File: config.mk
export PLATFORM = sky130hd
export DESIGN_NAME = otp_cifra_serial
export DESIGN_NICKNAME = d
export VERILOG_FILES = /design/src/rtl/otp_cifra_serial.sv
export SDC_FILE = /design/constraint.sdc
export NUM_CORES = 1
export LEC_CHECK = 0
export BUFFER_PORTS_ARGS = -buffer_cell sky130_fd_sc_hd__buf_2
export CORE_MARGIN = 2
export CORE_UTILIZATION = 53
export CTS_CLUSTER_DIAMETER = 200
export DETAILED_ROUTE_END_ITERATION = 8
export GPL_TIMING_DRIVEN = 0
export PLACE_DENSITY = 0.82
export RECOVER_POWER = 25
export SYNTH_ARGS = -nofsm -noshare
export SYNTH_HDL_FRONTEND = slang
export SYNTH_SLANG_ARGS = --single-unit
File: constraint.sdc
create_clock -name clk -period 2.4 [get_ports clk]
set_clock_uncertainty 0.15 [all_clocks]
set_input_delay 0.48 -clock clk [delete_from_list [all_inputs] [get_ports clk]]
set_output_delay 0.48 -clock clk [all_outputs]
set_load 0.1 [all_outputs]
File: src/rtl/otp_cifra_serial.sv
// otp_cifra_serial: byte-serial one-time-pad cipher and 64-bit word packer.
// Each accepted plaintext byte is XORed with the matching byte of a repeating
// KEY_BITS pad. BITS/8 ciphered bytes are packed MSB-first into out_word,
// which is then held on a valid/ready output until it is consumed.
//
// Ports
//   clk        in   1         rising-edge clock
//   rst        in   1         synchronous reset, active-high
//   key_load   in   1         load key_in (only at word start, state COLLECT)
//   key_in     in   KEY_BITS  one-time pad value
//   in_valid   in   1         in_byte valid
//   in_ready   out  1         byte accepted this cycle when in_valid is high
//   in_byte    in   8         plaintext byte, first byte of a word sent first
//   out_valid  out  1         out_word holds a complete cipher word
//   out_ready  in   1         downstream consumes out_word
//   out_word   out  BITS      cipher word, byte 0 in [BITS-1:BITS-8]
//   byte_cnt   out  4         bytes collected in the current word
module otp_cifra_serial #(
    parameter int unsigned BITS     = 64,
    parameter int unsigned KEY_BITS = 32
) (
    input  logic                clk,
    input  logic                rst,
    input  logic                key_load,
    input  logic [KEY_BITS-1:0] key_in,
    input  logic                in_valid,
    output logic                in_ready,
    input  logic [7:0]          in_byte,
    output logic                out_valid,
    input  logic                out_ready,
    output logic [BITS-1:0]     out_word,
    output logic [3:0]          byte_cnt
);

    localparam int unsigned NBYTES = BITS / 8;
    localparam int unsigned KBYTES = KEY_BITS / 8;
    localparam int unsigned CNT_W  = 4;

    typedef enum logic {
        S_COLLECT = 1'b0,
        S_HOLD    = 1'b1
    } state_t;

    state_t              r_state;
    state_t              w_state_nxt;
    logic [CNT_W-1:0]    r_byte_cnt;
    logic [CNT_W-1:0]    w_byte_cnt_nxt;
    logic [KEY_BITS-1:0] r_otp;
    logic [KEY_BITS-1:0] w_otp_nxt;
    logic [BITS-1:0]     r_word;
    logic [BITS-1:0]     w_word_nxt;
    logic                r_in_ready;
    logic                w_in_ready_nxt;
    logic                r_out_valid;
    logic                w_out_valid_nxt;
    logic                w_xfer;

    // State and datapath registers
    always_ff @(posedge clk) begin
        if (rst) begin
            r_state     <= S_COLLECT;
            r_byte_cnt  <= '0;
            r_otp       <= '0;
            r_word      <= '0;
            r_in_ready  <= 1'b1;
            r_out_valid <= 1'b0;
        end else begin
            r_state     <= w_state_nxt;
            r_byte_cnt  <= w_byte_cnt_nxt;
            r_otp       <= w_otp_nxt;
            r_word      <= w_word_nxt;
            r_in_ready  <= w_in_ready_nxt;
            r_out_valid <= w_out_valid_nxt;
        end
    end

    // Next-state, byte insertion and handshake flags
    always_comb begin
        w_state_nxt     = r_state;
        w_byte_cnt_nxt  = r_byte_cnt;
        w_otp_nxt       = r_otp;
        w_word_nxt      = r_word;
        w_in_ready_nxt  = r_in_ready;
        w_out_valid_nxt = r_out_valid;
        w_xfer          = 1'b0;

        case (r_state)
            S_COLLECT: begin
                w_xfer = in_valid;
                // Key changes only at a word boundary; a same-cycle byte 0 still sees the old key.
                if (key_load && (r_byte_cnt == '0)) begin
                    w_otp_nxt = key_in;
                end
                if (w_xfer) begin
                    for (int unsigned i = 0; i < NBYTES; i++) begin
                        if (r_byte_cnt == CNT_W'(i)) begin
                            w_word_nxt[BITS-1-8*i -: 8] =
                                in_byte ^ r_otp[KEY_BITS-1-8*(i%KBYTES) -: 8];
                        end
                    end
                    w_byte_cnt_nxt = r_byte_cnt + CNT_W'(1);
                    if (r_byte_cnt == CNT_W'(NBYTES-1)) begin
                        w_state_nxt     = S_HOLD;
                        w_in_ready_nxt  = 1'b0;
                        w_out_valid_nxt = 1'b1;
                    end
                end
            end
            S_HOLD: begin
                if (out_ready) begin
                    w_state_nxt     = S_COLLECT;
                    w_byte_cnt_nxt  = '0;
                    w_in_ready_nxt  = 1'b1;
                    w_out_valid_nxt = 1'b0;
                end
            end
            default: begin
                w_state_nxt = S_COLLECT;
            end
        endcase
    end

    assign in_ready  = r_in_ready;
    assign out_valid = r_out_valid;
    assign out_word  = r_word;
    assign byte_cnt  = r_byte_cnt;

endmodule

==> summary.txt, run 1 <==
status - completed
Peak Freq - 0.4700 GHz
Rows - 34
fill count - 757
die width - 98.19 um
Hold Buf Count CTS - 0
CTS buffer count - 9
Max VDD drop - 0.0003108 V
Worst Setup Start Kind - flip-flop
DP HPWL - 8909 um
Lkg Pwr - 2.151 nW
largest net degree at the start of global routing - 16
sequential power share - 0.490
Synth-to-Final Area Change - 17.59%
CTS tree - built
Clock transition at path regs - 0.09 ns
Layout Nets - 617
Clk network pwr share - 0.314
relative slew slack - 0.4998
Hold WC Path Type - input pin to flip-flop
crit end category - flip-flop
Final Util - 0.6371
vias per cell - 5.429
PortBufs - 105
Yosys Warn Count - 0
ratio of cells with drive above 1 in the final layout - 0.3182
Yosys top cell by area - dfxtp_1
clock net sink count - 103
Seq/Total Area, Yosys - 0.4385
Max Slew Vio Count - 0
first-pass detailed-route iteration total - 4
footprint of the multi-input gates - 0.002297 mm^2
DRT iter0 DRCs - 133
ordered cell list for the critical path - buf_6 -> nor4bb_1 -> clkbuf_1 -> and2_1 -> clkbuf_1 -> a211oi_1
Crit Path Max Fanout - 10
Worst path most repeated cell - clkbuf_1
Hold WS - 0.2176 ns
Setup Fix Bufs, Post-CTS - 0
RSZ-0062 raised after global routing - false
final hold viol count - 0
initial antenna violation count - 0
first-pass GRT wire length - 18220 um
final WL - 11680 um
PostCTS Resize Cnt - 0
Worst Path Arrival - 2.20 ns
Critical-path top delay cell - clkbuf_1
RD Place Congestion - 0.8258
Synth top area share - 0.4385
vias - 3692
Worst Path Required - 2.47 ns
Starting Density - 0.5418
n_diodes - 0
Yosys reg bits - 103
number of global-route vias before repair - 3627
WL/cell - 17.17 um
IO Count - 115
Synth area leaders - dfxtp_1 44%, a211oi_2 11%, nand2b_1 8.6%
Sw Pwr - 1.134 mW
drc violations - 0
Max-cap violations - 0
Worst Setup Path Type - flip-flop to flip-flop
Fin Setup TNS - 0 ns
Tcrit/Tclk final - 0.8865
CP max stage delay - 0.40 ns
design internal power - 2.611 mW
GR Util All Layers - 0.2377
H-tree Lvls - 3
die area - 0.009641 mm^2
CTS max path bufs - 2
syn_area_per_cell - 10.40 um^2
Gate Count Post-Synth - 452
Sequential Area - 0.002062 mm^2
combinational share of power - 0.196
Pwr Density - 677.3 mW/mm^2
Placed Cells - 665
Root Driver - clkbuf_8
Top delay family on crit path - buffers and inverters
Slew @ Worst Pin - 0.7502 ns
critical path buffer and inverter count - 3
Skew-Pair Late Insertion Delay - 0.36 ns
Layout Cells excl Fill - 680
die height - 98.19 um
Core Area - 0.008678 mm^2
Syn Nets - 501
Sw Ratio - 0.3028
Finish-stage setup viols - 0
Synth Cell Area - 0.004702 mm^2
Final Critical Period - 2.128 ns
DRT antenna net count - 0
Yosys cell types - 31
remaining global-route overflow - 0
==> routing by layer <==
metal | track usage | routed length [um] | vias up | share of wire
met1 | 0.3132 | 5175 | 1765 | 0.44
met2 | 0.3946 | 5660 | 97 | 0.48
met3 | 0.04152 | 588 | 19 | 0.050
met5 | 0 | 0 | - | 0
met4 | 0.08430 | 253 | 0 | 0.022
li1 | - | - | 1811 | -
==> Yosys cell counts (all sizes together) <==
cell type,n
nor2,3
a21oi,68
a311o,1
nor4,2
a21boi,1
nand3b,1
dfxtp,103
nand4,1
nor3b,1
mux2i,33
clkbuf,14
and3b,1
nor4bb,2
buf,37
and2,8
xnor2,32
nand2,4
a221o,1
nor4b,1
ha,4
a211oi,64
nand2b,65
a32oi,1
o21ai,1
inv,3
==> through the flow <==
stage / power (mW) / area (um^2) / setup slack [ns]
floorplan: 2.444 / 4702 / 0.05602
global placement: 2.591 / 5363 / 0.3799
detailed placement: 2.607 / 5363 / 0.3153
CTS: 3.760 / 5575 / 0.2976
global route: 3.870 / 5529 / 0.1410
finish: 3.745 / 5529 / 0.2725
==> area by class of cell <==
type,instances,area share
Buffer,51,0.05160
Clock buffer,12,0.02625
Clock inverter,3,0.01222
Inverter,3,0.002037
Multi-Input combinational cell,295,0.4155
Sequential cell,103,0.3729
Tap cell,108,0.02444
Timing Repair Buffer,105,0.09504
==> flip-flops by register name, summed over array words and instances (netlist names) <==
name / flops
r_state: 1
out_word: 64
byte_cnt: 4
r_otp: 32
out_valid: 1
in_ready: 1
==> path summary, 6_finish.rpt <==
kind	from	end	slack, ns	cells after the start
worst max-delay path	byte_cnt[2]	out_word[0]	0.27	6
worst min-delay path	key_in[3]	r_otp[3]	0.22	3
worst max register to register	byte_cnt[2]	out_word[0]	0.27	6
worst min register to register	out_valid	out_valid	0.34	2
==> tightest hold or removal path, stage by stage <==
cell	delay, ns
buf_2	0.09
nand2b_1	0.05
mux2i_1	0.06
==> cells in the final DEF, fill, tap and decap left out, types with 2 or more instances in the layout <==
| cell type | netlist | layout |
|---|---|---|
| inv_1 | 3 | 3 |
| nor2_1 | 3 | 3 |
| buf_1 | 8 | 8 |
| and2_1 | 8 | 6 |
| clkbuf_2 | 0 | 22 |
| and2_0 | 0 | 2 |
| clkbuf_8 | 0 | 10 |
| xnor2_1 | 32 | 32 |
| nor4bb_1 | 1 | 2 |
| nand2_1 | 4 | 4 |
| dfxtp_1 | 103 | 103 |
| clkbuf_1 | 14 | 21 |
| nand2b_1 | 65 | 65 |
| bufinv_16 | 0 | 2 |
| a211oi_1 | 21 | 26 |
| buf_6 | 8 | 7 |
| buf_2 | 12 | 92 |
| a211oi_2 | 43 | 38 |
| ha_1 | 4 | 4 |
| mux2i_1 | 33 | 33 |
| a21oi_1 | 68 | 68 |
| buf_4 | 9 | 8 |
==> cell families after synthesis <==
logic type | share of synthesized area
xor+xnor | 0.05961
mux | 0.07025
flops | 0.4385
fa+ha+maj | 0.01064
simple gates | 0.1256
compound gates | 0.2291
buf+inv | 0.06626
==> power by group through the flow <==
stage	registers (mW)	clock network (mW)	logic, mW
5_1_grt	1.84	1.25	0.776
6_report	1.83	1.18	0.736
3_3_place_gp	1.87	0	0.721
2_1_floorplan	2.10	0	0.349
4_1_cts	1.83	1.19	0.738
3_5_place_dp	1.87	0	0.735
Power figures use the tool's default switching activity.
==> run 2, diff against run 1 <==
--- a/config.mk
+++ b/config.mk
@@ -7,12 +7,13 @@
 export LEC_CHECK = 0
 export BUFFER_PORTS_ARGS = -buffer_cell sky130_fd_sc_hd__buf_2
 export CORE_MARGIN = 2
-export CORE_UTILIZATION = 53
+export CORE_UTILIZATION = 48
 export CTS_CLUSTER_DIAMETER = 200
 export DETAILED_ROUTE_END_ITERATION = 8
 export GPL_TIMING_DRIVEN = 0
-export PLACE_DENSITY = 0.82
+export PLACE_DENSITY = 0.79
 export RECOVER_POWER = 25
+export SKIP_CTS_REPAIR_TIMING = 1
 export SYNTH_ARGS = -nofsm -noshare
 export SYNTH_HDL_FRONTEND = slang
 export SYNTH_SLANG_ARGS = --single-unit
==> constraint.sdc (replaced) <==
create_clock -name clk -period 1.8 [get_ports clk]
set_clock_uncertainty 0.15 [all_clocks]
set_input_delay 0.36 -clock clk [delete_from_list [all_inputs] [get_ports clk]]
set_output_delay 0.36 -clock clk [all_outputs]
set_load 0.1 [all_outputs]
==> run 2 against run 1 <==
  * Design area increased by 2.2%
  * Clock-buffer cell count decreased by 3
  * Fmax increased by 24%
  * Routed wire length increased by 1.3%
  * Critical path depth increased by 2
  * Cell count increased by 4.1%
  * Largest power group unchanged
  * First-iteration DRC count decreased by 14%
  * Highest routed layer unchanged
  * Core utilization decreased by 5.1 points
  * Largest cell class unchanged
==> summary.txt, run 2 (synthesis gave the netlist of run 1 again) <==
status - completed
DP HPWL - 9109 um
Hold WC Path Type - input pin to flip-flop
ratio of cells with drive above 1 in the final layout - 0.3548
Pwr Density - 856.2 mW/mm^2
Fin Setup TNS - 0 ns
Max VDD drop - 0.0004756 V
Layout Nets - 622
Worst Path Required - 1.95 ns
number of global-route vias before repair - 3638
Final Util - 0.5864
WL/cell - 16.71 um
remaining global-route overflow - 0
Critical-path top delay cell - dfxtp_4
relative slew slack - 0.4879
IO Count - 115
PortBufs - 105
design internal power - 3.308 mW
Worst path most repeated cell - buf_6
vias - 3671
placed cell areas - 0.005449 mm^2
Worst Setup Start Kind - flip-flop
H-tree Lvls - 3
sequential power share - 0.506
DRT iter0 DRCs - 115
most common cell after layout, fill and taps aside - buf_2
ordered cell list for the critical path - inv_4 -> ha_4 -> buf_6 -> nand2_4 -> nor4_4 -> buf_4 -> buf_6 -> mux2i_1
CTS buffer count - 9
Rows - 36
drc violations - 0
Clk network pwr share - 0.286
first-pass GRT wire length - 17940 um
Crit Path Max Fanout - 10
Worst Path Arrival - 1.86 ns
initial antenna violation count - 0
RSZ-0062 raised after global routing - false
Clock transition at path regs - 0.09 ns
Worst Setup Path Type - flip-flop to flip-flop
Skew-Pair Late Insertion Delay - 0.36 ns
Max-cap violations - 0
die area - 0.01060 mm^2
Sw Pwr - 1.532 mW
combinational share of power - 0.209
RD Place Congestion - 0.8051
final hold viol count - 0
Sw Ratio - 0.3166
final WL - 11830 um
die height - 103.0 um
Slew @ Worst Pin - 0.7681 ns
design area - 0.005653 mm^2
Max Slew Vio Count - 0
Synth-to-Final Area Change - 20.22%
die width - 103.0 um
clock net sink count - 103
n_diodes - 0
final total power - 4.840 mW
critical path buffer and inverter count - 4
first-pass detailed-route iteration total - 4
CTS tree - built
Starting Density - 0.4878
Root Driver - clkbuf_8
Lkg Pwr - 2.210 nW
Top delay family on crit path - buffers and inverters
vias per cell - 5.185
DRT antenna net count - 0
largest net degree at the start of global routing - 16
Largest register FFs - 64
GR Util All Layers - 0.2225
CP max stage delay - 0.38 ns
Tcrit/Tclk final - 0.9543
Peak Freq - 0.5822 GHz
Finish-stage setup viols - 0
commonest cells after routing, fill and taps aside - 113 x buf_2, 99 x dfxtp_1, 68 x a21oi_1
crit end category - flip-flop
CTS max path bufs - 2
Core Area - 0.009639 mm^2
Final Critical Period - 1.718 ns
[run 2: changes by cell type in the layout (fill, tap and decap cells not counted), sizes merged]
| cell | delta |
|---|---|
| clkinvlp | -1 |
| clkbuf | -26 |
| clkinv | +2 |
| buf | +28 |
| inv | +1 |
| bufinv | -1 |
[run 2: per-stage QoR]
step | hold slack, ns | std cells | worst slack (ns)
3_5_place_dp | 0.3086 | 690 | -0.1656
2_1_floorplan | 0.3111 | 452 | -0.01417
6_report | 0.09756 | 708 | 0.08228
3_3_place_gp | 0.2984 | 690 | -0.09404
5_1_grt | 0.09931 | 708 | 0.002767
4_1_cts | 0.08988 | 703 | -0.1699
[run 2: cell type report]
class,count,area [um^2]
fillers,865,3986
clock inverters,4,48.80
repair buffers,110,565.5
inverters,3,16.27
flip-flops and latches,103,2074
multi-input cells,295,2344
plain buffers,51,314.1
clock buffers,9,123.9
well taps,133,166.4
[run 2: layer usage]
| layer | vias to the layer above | share of wire | GRT usage | wire length, um |
|---|---|---|---|---|
| li1 | 1824 | - | - | - |
| met1 | 1736 | 0.44 | 0.2872 | 5166 |
| met2 | 90 | 0.49 | 0.3726 | 5782 |
| met3 | 21 | 0.049 | 0.04339 | 584 |
| met4 | 0 | 0.025 | 0.07692 | 295 |
| met5 | - | 0 | 0 | 0 |
[run 2: path summary, 6_finish.rpt]
kind / start / end / cells after the start / slack, ns
worst min-delay path: key_in[28] / r_otp[28] / 3 / 0.1
worst max-delay path: byte_cnt[1] / r_otp[19] / 8 / 0.08
worst max register to register: byte_cnt[1] / r_otp[19] / 8 / 0.08
worst min register to register: out_valid / out_valid / 2 / 0.32
[run 2: power groups by stage]
stage          clock [mW]  sequential (mW)  combinational, mW
6_report             1.38             2.45               1.01
5_1_grt              1.48             2.46               1.07
4_1_cts              1.40             2.45              0.997
3_5_place_dp            0             2.50              0.995
3_3_place_gp            0             2.50              0.977
2_1_floorplan           0             2.79              0.481
[run 2: worst register-to-register path: cells and delay by family (launching register included)]
kind | cells | cell delay (ns)
buffers and inverters | 4 | 0.61
DFF | 1 | 0.38
muxes | 1 | 0.20
and+or+nand+nor | 2 | 0.19
adders and majority gates | 1 | 0.12
==> run 3, diff against run 2 <==
--- a/config.mk
+++ b/config.mk
@@ -5,6 +5,7 @@
 export SDC_FILE = /design/constraint.sdc
 export NUM_CORES = 1
 export LEC_CHECK = 0
+export ABC_AREA = 1
 export BUFFER_PORTS_ARGS = -buffer_cell sky130_fd_sc_hd__buf_2
 export CORE_MARGIN = 2
 export CORE_UTILIZATION = 48
==> run 3 against run 2 <==
  * Flip-flop and latch count stayed put
  * Sequential share of layout area is 0.71 points higher
  * Setup slack worse by 0.044 ns
  * Synthesized area is 1.7% lower
  * Global-route usage hardly changed
  * Via count is 15% higher
  * Critical path depth is 7 lower
  * Routed wire length is 2.7% lower
  * Hold slack worse by 0.031 ns
  * Clock power is 4% lower
  * Clock-buffer cell count is 1 higher
  * Design area is 2.0% lower
  * Highest routed layer unchanged
==> summary.txt, run 3 <==
Max VDD drop - 0.0003625 V
ratio of cells with drive above 1 in the final layout - 0.1918
Async SR Flop Fraction - 0
first-pass detailed-route iteration total - 5
Post-synth EDFFs - 0
Skew-Pair Late Insertion Delay - 0.38 ns
Worst Setup Path Type - flip-flop to primary output
Starting Density - 0.4977
Clock transition at path regs - 0.10 ns
Layout Nets - 847
Crit Path Max Fanout - 7
crit end category - primary output
design area - 0.005539 mm^2
Lkg Pwr - 2.930 nW
relative slew slack - 0.6147
Synth-to-Final Area Change - 19.88%
placed cell areas - 0.005323 mm^2
Rows - 35
Yosys top cell by area - dfxtp_1
die area - 0.01043 mm^2
WL/cell - 12.35 um
Seq/Total Area, Yosys - 0.4462
Yosys reg bits - 103
final WL - 11510 um
reg-to-reg slack, setup - 0.10 ns
Largest register FFs - 64
syn_area_per_cell - 6.835 um^2
DRT antenna net count - 0
initial antenna violation count - 0
vias - 4236
commonest cells after routing, fill and taps aside - 199 x nand2_1, 176 x nor2_1, 107 x buf_2
status - completed
critical path buffer and inverter count - 1
Core Area - 0.009284 mm^2
die width - 102.1 um
top-count cell post-synth - nand2_1
GR Util All Layers - 0.2227
DP HPWL - 8822 um
footprint of the multi-input gates - 0.002106 mm^2
final hold viol count - 0
Sequential Area - 0.002072 mm^2
CTS max path bufs - 2
Syn Nets - 725
most common cell after layout, fill and taps aside - nand2_1
Max-cap violations - 0
Top delay family on crit path - buffers and inverters
IO Count - 115
CTS buffer count - 9
CP max stage delay - 0.46 ns
H-tree Lvls - 3
Worst Setup Start Kind - flip-flop
Fin Setup TNS - 0 ns
largest net degree at the start of global routing - 18
Synth top area share - 0.4462
Hold WC Path Type - input pin to flip-flop
PortBufs - 106
Peak Freq - 0.5676 GHz
Gate Count Post-Synth - 676
synth cell count leaders - 199 x nand2_1, 178 x nor2_1, 103 x dfxtp_1
Main synth FF type - dfxtp_1
Hold WS - 0.06627 ns
vias per cell - 4.545
Tcrit/Tclk final - 0.9788
Critical-path top delay cell - buf_2
Final Critical Period - 1.762 ns
die height - 102.1 um
remaining global-route overflow - 0
DRT iter0 DRCs - 231
CTS tree - built
Yosys cell types - 23
Synth Cell Area - 0.004621 mm^2
drc violations - 0
number of global-route vias before repair - 3965
Synth area leaders - dfxtp_1 45%, nand2_1 16%, nor2_1 14%
ordered cell list for the critical path - buf_2
Max Slew Vio Count - 0
Worst Path Required - 1.29 ns
n_diodes - 0
fill count - 884
RD Place Congestion - 0.9336
Finish-stage setup viols - 0
Worst Path Arrival - 1.25 ns
Slew @ Worst Pin - 0.5780 ns
Pwr Density - 876.4 mW/mm^2
Root Driver - clkbuf_8
clock net sink count - 103
Yosys Warn Count - 0
first-pass GRT wire length - 17930 um
[run 3: logic make-up after synthesis]
kind of cell / count (synthesis) / synth area share
buf+inv: 106 / 0.09911
simple gates: 421 / 0.3707
fa+ha+maj: 4 / 0.01083
xor+xnor: 32 / 0.06066
flops: 103 / 0.4463
compound gates: 10 / 0.01245
[run 3: path summary, 6_finish.rpt]
check | startpoint | to | cells past startpoint
min reg2reg | out_valid | out_valid | 2
max reg2reg | byte_cnt[0] | out_word[45] | 6
max | byte_cnt[2] | byte_cnt[2] | 1
min | rst | byte_cnt[1] | 2
[run 3: metrics by stage]
| step | setup slack [ns] | std cells | utilization | power, mW |
|---|---|---|---|---|
| floorplan | 0.08661 | 676 | - | 3.337 |
| global placement | 0.1178 | 911 | 0.5733 | 3.539 |
| detailed placement | 0.05034 | 911 | 0.5733 | 3.568 |
| CTS | 0.04605 | 927 | 0.5920 | 4.848 |
| global route | -0.01207 | 932 | 0.5966 | 5.061 |
| finish | 0.03808 | 932 | 0.5966 | 4.854 |
[run 3: final cells by class]
type	instances	area share
well taps	129	0.02914
plain buffers	29	0.03049
clock buffers	10	0.02304
flip-flops and latches	103	0.3741
repair buffers	111	0.1026
clock inverters	6	0.008358
inverters	77	0.05218
multi-input cells	467	0.3802
[run 3: report_power, final]
group          internal, mW  total (mW)  switching (mW)
Clock                 0.511        1.32           0.813
Sequential             2.40        2.48          0.0819
Combinational         0.296        1.05           0.756
[run 3: layer usage]
metal | GRT usage | routed length [um] | up-vias
met5 | 0 | 0 | -
met4 | 0.1005 | 326 | 0
met3 | 0.04036 | 706 | 23
met2 | 0.3770 | 5384 | 144
met1 | 0.2768 | 5095 | 1862
li1 | - | - | 2207
